$ cat config.mk
export PLATFORM = sky130hd
export DESIGN_NAME = perf_event_unit
export DESIGN_NICKNAME = d
export VERILOG_FILES = /design/src/rtl/perf_event_unit.sv
export SDC_FILE = /design/constraint.sdc
export NUM_CORES = 1
export LEC_CHECK = 0
export ABC_AREA = 1
export CAP_MARGIN = 20
export CORE_MARGIN = 3
export CORE_UTILIZATION = 45
export DETAILED_ROUTE_END_ITERATION = 16
export SLEW_MARGIN = 20
export SYNTH_ARGS = -nofsm -noshare
export SYNTH_HDL_FRONTEND = slang
export SYNTH_SLANG_ARGS = --single-unit
$ cat constraint.sdc
create_clock -name clk -period 1.7 [get_ports clk]
set_clock_uncertainty 0.1 [all_clocks]
set_input_delay 0.34 -clock clk [delete_from_list [all_inputs] [get_ports clk]]
set_output_delay 0.34 -clock clk [all_outputs]
set_load 0.01 [all_outputs]
$ cat src/rtl/perf_event_unit.sv
// ============================================================================
// Module      : perf_event_unit
// Description : Saturating commit/cache event counters with halt-drain freeze
//               and a registered 16-bit read port with atomic upper-half shadow.
// Revision    : 1.0
// ============================================================================
`default_nettype none

module perf_event_unit #(
   parameter int CNT_W     = 32,
   parameter int DRAIN_CYC = 4
) (
   input  logic        clk,
   input  logic        rst,
   input  logic        ev_retire,
   input  logic        ev_ireq,
   input  logic        ev_ihit,
   input  logic        ev_dreq,
   input  logic        ev_dhit,
   input  logic        halt,
   input  logic        clr,
   input  logic        rd_req,
   input  logic [2:0]  rd_sel,
   input  logic        rd_hi,
   output logic [15:0] rd_data,
   output logic        rd_valid,
   output logic        frozen,
   output logic        err
);

   localparam logic [1:0] ST_RUN    = 2'd0;
   localparam logic [1:0] ST_DRAIN  = 2'd1;
   localparam logic [1:0] ST_FROZEN = 2'd2;

   localparam int             DC_W    = (DRAIN_CYC > 1) ? $clog2(DRAIN_CYC) : 1;
   localparam logic [DC_W-1:0] DC_LOAD = (DRAIN_CYC > 0) ? DC_W'(DRAIN_CYC - 1) : '0;

   logic [1:0]       state_q, state_d;
   logic [DC_W-1:0]  dc_q, dc_d;
   logic             count_en, frozen_w;

   logic [CNT_W-1:0] cyc_q, cyc_d, ret_q, ret_d, ireq_q, ireq_d;
   logic [CNT_W-1:0] ihit_q, ihit_d, dreq_q, dreq_d, dhit_q, dhit_d;
   logic [CNT_W-1:0] sel_cnt;
   logic [15:0]      upper_w;
   logic [15:0]      rd_data_q, rd_data_d, shadow_q, shadow_d;
   logic [2:0]       sh_sel_q, sh_sel_d;
   logic             sh_vld_q, sh_vld_d, rd_valid_q, rd_valid_d, err_q, err_d;

   function automatic logic [CNT_W-1:0] sat_inc(input logic [CNT_W-1:0] v, input logic ev);
      return (ev && (v != {CNT_W{1'b1}})) ? v + CNT_W'(1) : v;
   endfunction

   always_ff @(posedge clk) begin
      if (!rst) begin
         state_q <= ST_RUN;
         dc_q    <= '0;
      end else begin
         state_q <= state_d;
         dc_q    <= dc_d;
      end
   end

   always_comb begin
      state_d = state_q;
      dc_d    = dc_q;
      if (clr) begin
         state_d = ST_RUN;
         dc_d    = '0;
      end else begin
         case (state_q)
            ST_RUN: begin
               if (halt) begin
                  if (DRAIN_CYC == 0) begin
                     state_d = ST_FROZEN;
                  end else begin
                     state_d = ST_DRAIN;
                     dc_d    = DC_LOAD;
                  end
               end
            end
            ST_DRAIN: begin
               if (dc_q == '0) state_d = ST_FROZEN;
               else            dc_d    = dc_q - DC_W'(1);
            end
            ST_FROZEN: state_d = ST_FROZEN;
            default:   state_d = ST_RUN;
         endcase
      end
   end

   always_comb begin
      count_en = (state_q == ST_RUN) || (state_q == ST_DRAIN);
      frozen_w = (state_q == ST_FROZEN);
   end

   always_comb begin
      cyc_d  = cyc_q;
      ret_d  = ret_q;
      ireq_d = ireq_q;
      ihit_d = ihit_q;
      dreq_d = dreq_q;
      dhit_d = dhit_q;
      if (clr) begin
         cyc_d  = '0;
         ret_d  = '0;
         ireq_d = '0;
         ihit_d = '0;
         dreq_d = '0;
         dhit_d = '0;
      end else if (count_en) begin
         cyc_d  = sat_inc(cyc_q, 1'b1);
         ret_d  = sat_inc(ret_q, ev_retire);
         ireq_d = sat_inc(ireq_q, ev_ireq);
         ihit_d = sat_inc(ihit_q, ev_ihit);
         dreq_d = sat_inc(dreq_q, ev_dreq);
         dhit_d = sat_inc(dhit_q, ev_dhit);
      end
      // Orphan hits are still counted above; err just records that they happened.
      err_d = clr ? 1'b0 : (err_q | (ev_ihit & ~ev_ireq) | (ev_dhit & ~ev_dreq));
   end

   always_comb begin
      case (rd_sel)
         3'd0:    sel_cnt = cyc_q;
         3'd1:    sel_cnt = ret_q;
         3'd2:    sel_cnt = ireq_q;
         3'd3:    sel_cnt = ihit_q;
         3'd4:    sel_cnt = dreq_q;
         3'd5:    sel_cnt = dhit_q;
         default: sel_cnt = '0;
      endcase
      upper_w = 16'(sel_cnt[CNT_W-1:16]);
   end

   always_comb begin
      rd_data_d  = rd_data_q;
      rd_valid_d = rd_req;
      shadow_d   = shadow_q;
      sh_sel_d   = sh_sel_q;
      sh_vld_d   = sh_vld_q;
      if (rd_req) begin
         if (rd_sel == 3'd6) begin
            rd_data_d = {12'b0, err_q, frozen_w, state_q};
         end else if (rd_sel == 3'd7) begin
            rd_data_d = '0;
         end else if (!rd_hi) begin
            // Capture the upper half now so a following hi read is coherent.
            rd_data_d = sel_cnt[15:0];
            shadow_d  = upper_w;
            sh_sel_d  = rd_sel;
            sh_vld_d  = 1'b1;
         end else begin
            rd_data_d = (sh_vld_q && (sh_sel_q == rd_sel)) ? shadow_q : upper_w;
         end
      end
      if (clr) begin
         shadow_d = '0;
         sh_vld_d = 1'b0;
      end
   end

   always_ff @(posedge clk) begin
      if (!rst) begin
         cyc_q      <= '0;
         ret_q      <= '0;
         ireq_q     <= '0;
         ihit_q     <= '0;
         dreq_q     <= '0;
         dhit_q     <= '0;
         err_q      <= 1'b0;
         rd_data_q  <= '0;
         rd_valid_q <= 1'b0;
         shadow_q   <= '0;
         sh_sel_q   <= '0;
         sh_vld_q   <= 1'b0;
      end else begin
         cyc_q      <= cyc_d;
         ret_q      <= ret_d;
         ireq_q     <= ireq_d;
         ihit_q     <= ihit_d;
         dreq_q     <= dreq_d;
         dhit_q     <= dhit_d;
         err_q      <= err_d;
         rd_data_q  <= rd_data_d;
         rd_valid_q <= rd_valid_d;
         shadow_q   <= shadow_d;
         sh_sel_q   <= sh_sel_d;
         sh_vld_q   <= sh_vld_d;
      end
   end

   assign rd_data  = rd_data_q;
   assign rd_valid = rd_valid_q;
   assign frozen   = frozen_w;
   assign err      = err_q;

endmodule

`default_nettype wire

==> key figures <==
Status
  • Status: finished with violations
  • Failing checks: negative setup slack

Placed design
  • Placement Setup Slack: -0.660 ns
  • Dpl hpwl: between 50000 and 60000 microns
  • Placed Area: 0.0197 sq mm
  • Port bufs: 32
  • Routability cong.: a little over 1

Routing
  • Routed WL: 69800 microns
  • Routed vias/inst: 5.49
  • Initial DRC count: 1700
  • WL/cell: 19.3 microns
  • Drt pass-1 iters: 6
  • Drt drc: 0
  • DRT antenna net count: 0
  • Via count: 19884

Pwr
  • Pwr Total: about 15 mW
  • VDD IR max: a little over 800 uV
  • Psw: 4.10 mW
  • Leakage power: 10.0 nW
  • Switching Share: 0.274
  • Power Density: approximately 630 mW/mm^2
  • Cell Int Power: 10.8 mW
  • Logic pwr share: 0.165
  • Clock share of power: 0.462
  • Proportion of power drawn by flip-flops and latches: 0.373

Synthesis
  • Post-synthesis cell type count: 39
  • Sequential area share after synthesis: 0.293
  • Flops & latches, synth: 234
  • Cells after Synth: about 2700
  • Top cell type's share of synthesized area: 0.293
  • Synth top area cells: dfxtp_1 29%, nand2_1 26%, nor2_1 9.4%, a21oi_1 6.2%, inv_1 4.1%
  • Async SR Flop Fraction: 0
  • Most frequent cell after synthesis: nand2_1
  • Cell type with the largest total area after synthesis: dfxtp_1
  • Synth top cells by count: 1118 x nand2_1, 399 x nor2_1, 234 x dfxtp_1
  • Syn Area/Cell: 5.86 sq um
  • Synthesized Nets: about 2800
  • Ys Warns: 0
  • EDFF count, synth: 0
  • Synthesized cell area: about 0.016 sq mm
  • Most used DFF post-synth: dfxtp_1

Timing
  • Max Fclk: 515 MHz
  • Final min period: 1.94 ns
  • Setup WS post-layout: -0.240 ns
  • Hold_ws: 0.226 ns
  • Max-slew headroom: 0.738
  • Final worst path period share: 1.14
  • RSZ-0062 raised after global routing: yes
  • Final Slew Violations: 0
  • Hold Violations, Final: 0
  • Setup Viol. Count Final: 193
  • Worst-Margin Slew: ~0.4 ns

Layout
  • Final design utilization: 0.679
  • Nets: approximately 3200
  • Final instance area: between 0.02 and 0.025 sq mm
  • Fraction of layout cells with a size suffix above 1: 0.306
  • Layout area overhead: 47.8%
  • Diodes inserted: 0
  • Filler cells: slightly above 3000

Setup path
  • Worst EP required: a little over 2 ns
  • Worst setup EP type: flip-flop
  • Startpoint types: flip-flop
  • Critical path peak fanout: 7
  • Type of the worst setup path: reg2reg
  • Worst path arrival time: about 2.3 ns

Clocking
  • Clock root cell: clkbuf_16
  • Clock latency on the worst-skew pair: around 0.59 ns
  • Total CTS buffers: 30
  • Max Root-Sink Buffers: 3
  • TritonCTS clock tree: built
  • CTS Sinks: 234
  • CTS clk-pin slew, worst paths: 0.06 ns
  • H-tree lvl count: 1

Die
  • Starting Density: 0.460
  • Die ar.: 0.0378 sq mm
  • Core area: approximately 0.035 sq mm
  • Die width: 195 microns
  • Die Ht: 195 microns
  • FP Rows: 68
  • Ports: 33

GRT
  • Number of global-route vias before repair: 18592
  • Largest net degree at the start of global routing: 31
  • Grt ovf: 0
  • First-pass GRT wire length: between 100000 and 150000 microns
  • Total track usage: 0.345
  • Initial antenna violation count: 0

Worst hold path
  • Hold Crit Class: in2reg

Flow run
  • Max_cap viols: 0
==> power by group through the flow <==
stage,logic [mW],clock network (mW),registers (mW)
floorplan,0.744,0,5.69
global placement,1.37,0,5.69
detailed placement,1.38,0,5.69
CTS,2.18,6.94,5.57
global route,2.56,7.14,5.58
finish,2.46,6.90,5.57
==> state kept, by name, indices dropped and copies added, names as in the netlist <==
| register | flops |
|---|---|
| sh_sel_q | 3 |
| shadow_q | 16 |
| ireq_q | 32 |
| rd_data | 16 |
| err | 1 |
| state_q | 2 |
| ret_q | 32 |
| rd_valid | 1 |
| cyc_q | 32 |
| ihit_q | 32 |
| dreq_q | 32 |
| dc_q | 2 |
| dhit_q | 32 |
| sh_vld_q | 1 |
==> area by class of cell <==
type / instances / area (sq um) / area share
Multi-Input combinational cell: 2199 / 11800 / 0.499
Clock inverter: 14 / 200 / 0.00847
Timing Repair inverter: 5 / 83.8 / 0.00355
Inverter: 194 / 793 / 0.0336
Clock buffer: 38 / 842 / 0.0356
Tap cell: 455 / 569 / 0.0241
Timing Repair Buffer: 483 / 4640 / 0.196
Sequential cell: 234 / 4720 / 0.200
==> critical path, stage by stage, from the launching register on <==
cell,delay [ns]
dfxtp_4,0.36
inv_2,0.04
buf_6,0.11
ha_4,0.16
nor2_4,0.19
buf_6,0.14
nor2_4,0.05
nand2_4,0.07
clkinvlp_4,0.13
buf_6,0.16
clkbuf_16,0.18
nand2_4,0.07
a21oi_2,0.05
==> final timing paths <==
kind | from | end | slack [ns] | depth (start not counted)
max reg2reg | state_q[0] | ihit_q[8] | -0.24 | 12
min | rd_sel[1] | sh_sel_q[1] | 0.23 | 4
max | state_q[0] | ihit_q[8] | -0.24 | 12
min reg2reg | dc_q[1] | dc_q[1] | 0.37 | 2
==> kinds of logic (layout without fill, tap and decap cells) <==
kind of cell             count (synthesis)  after routing  share of synthesized area
flip-flops                             234            234                      0.293
AO/OA/AOI/OAI                          308            308                      0.103
AND/OR/NAND/NOR                       1796           1796                      0.468
adder cells (fa/ha/maj)                 10             10                    0.00782
XOR/XNOR                                85             85                     0.0466
buffers and inverters                  295            734                     0.0818
==> what timing repair did <==
| item | CTS | global route |
|---|---|---|
| buffers inserted | 28 | 16 |
| endpoints found under the setup margin | 216 | 234 |
| cloned | 22 | 9 |
| pin swaps | 78 | 79 |
| hold buffers | 0 | 0 |
| gates resized for setup | 324 | 313 |
==> per-stage QoR <==
stage          setup TNS (ns)  std cells
2_1_floorplan               0       2728
3_3_place_gp           -73.18       3506
3_5_place_dp           -79.31       3506
4_1_cts                -28.34       3608
5_1_grt                -43.27       3622
6_report               -32.51       3622
==> layer usage <==
layer | wire [microns] | GRT usage
met2 | 31500 | 0.557
met3 | 5580 | 0.0419
met1 | 29600 | 0.475
met4 | 3180 | 0.129
met5 | 0 | 0
==> cell usage in the layout (no fill, tap or decap), types with 27 or more instances in the layout <==
cell | Yosys | final
nand2_4 | 2 | 109
nand3_1 | 100 | 96
buf_12 | 1 | 39
dfxtp_1 | 234 | 210
xor2_1 | 65 | 64
nor2_1 | 399 | 371
inv_1 | 173 | 168
o21ai_0 | 49 | 41
nand2_2 | 16 | 98
nand3b_1 | 64 | 64
buf_4 | 10 | 370
clkbuf_16 | 0 | 38
a21oi_2 | 10 | 128
nor2_2 | 9 | 27
nand2_1 | 1118 | 928
a21oi_1 | 198 | 80
nand4_1 | 66 | 66
Note: power is estimated with default switching activity, not from simulation.
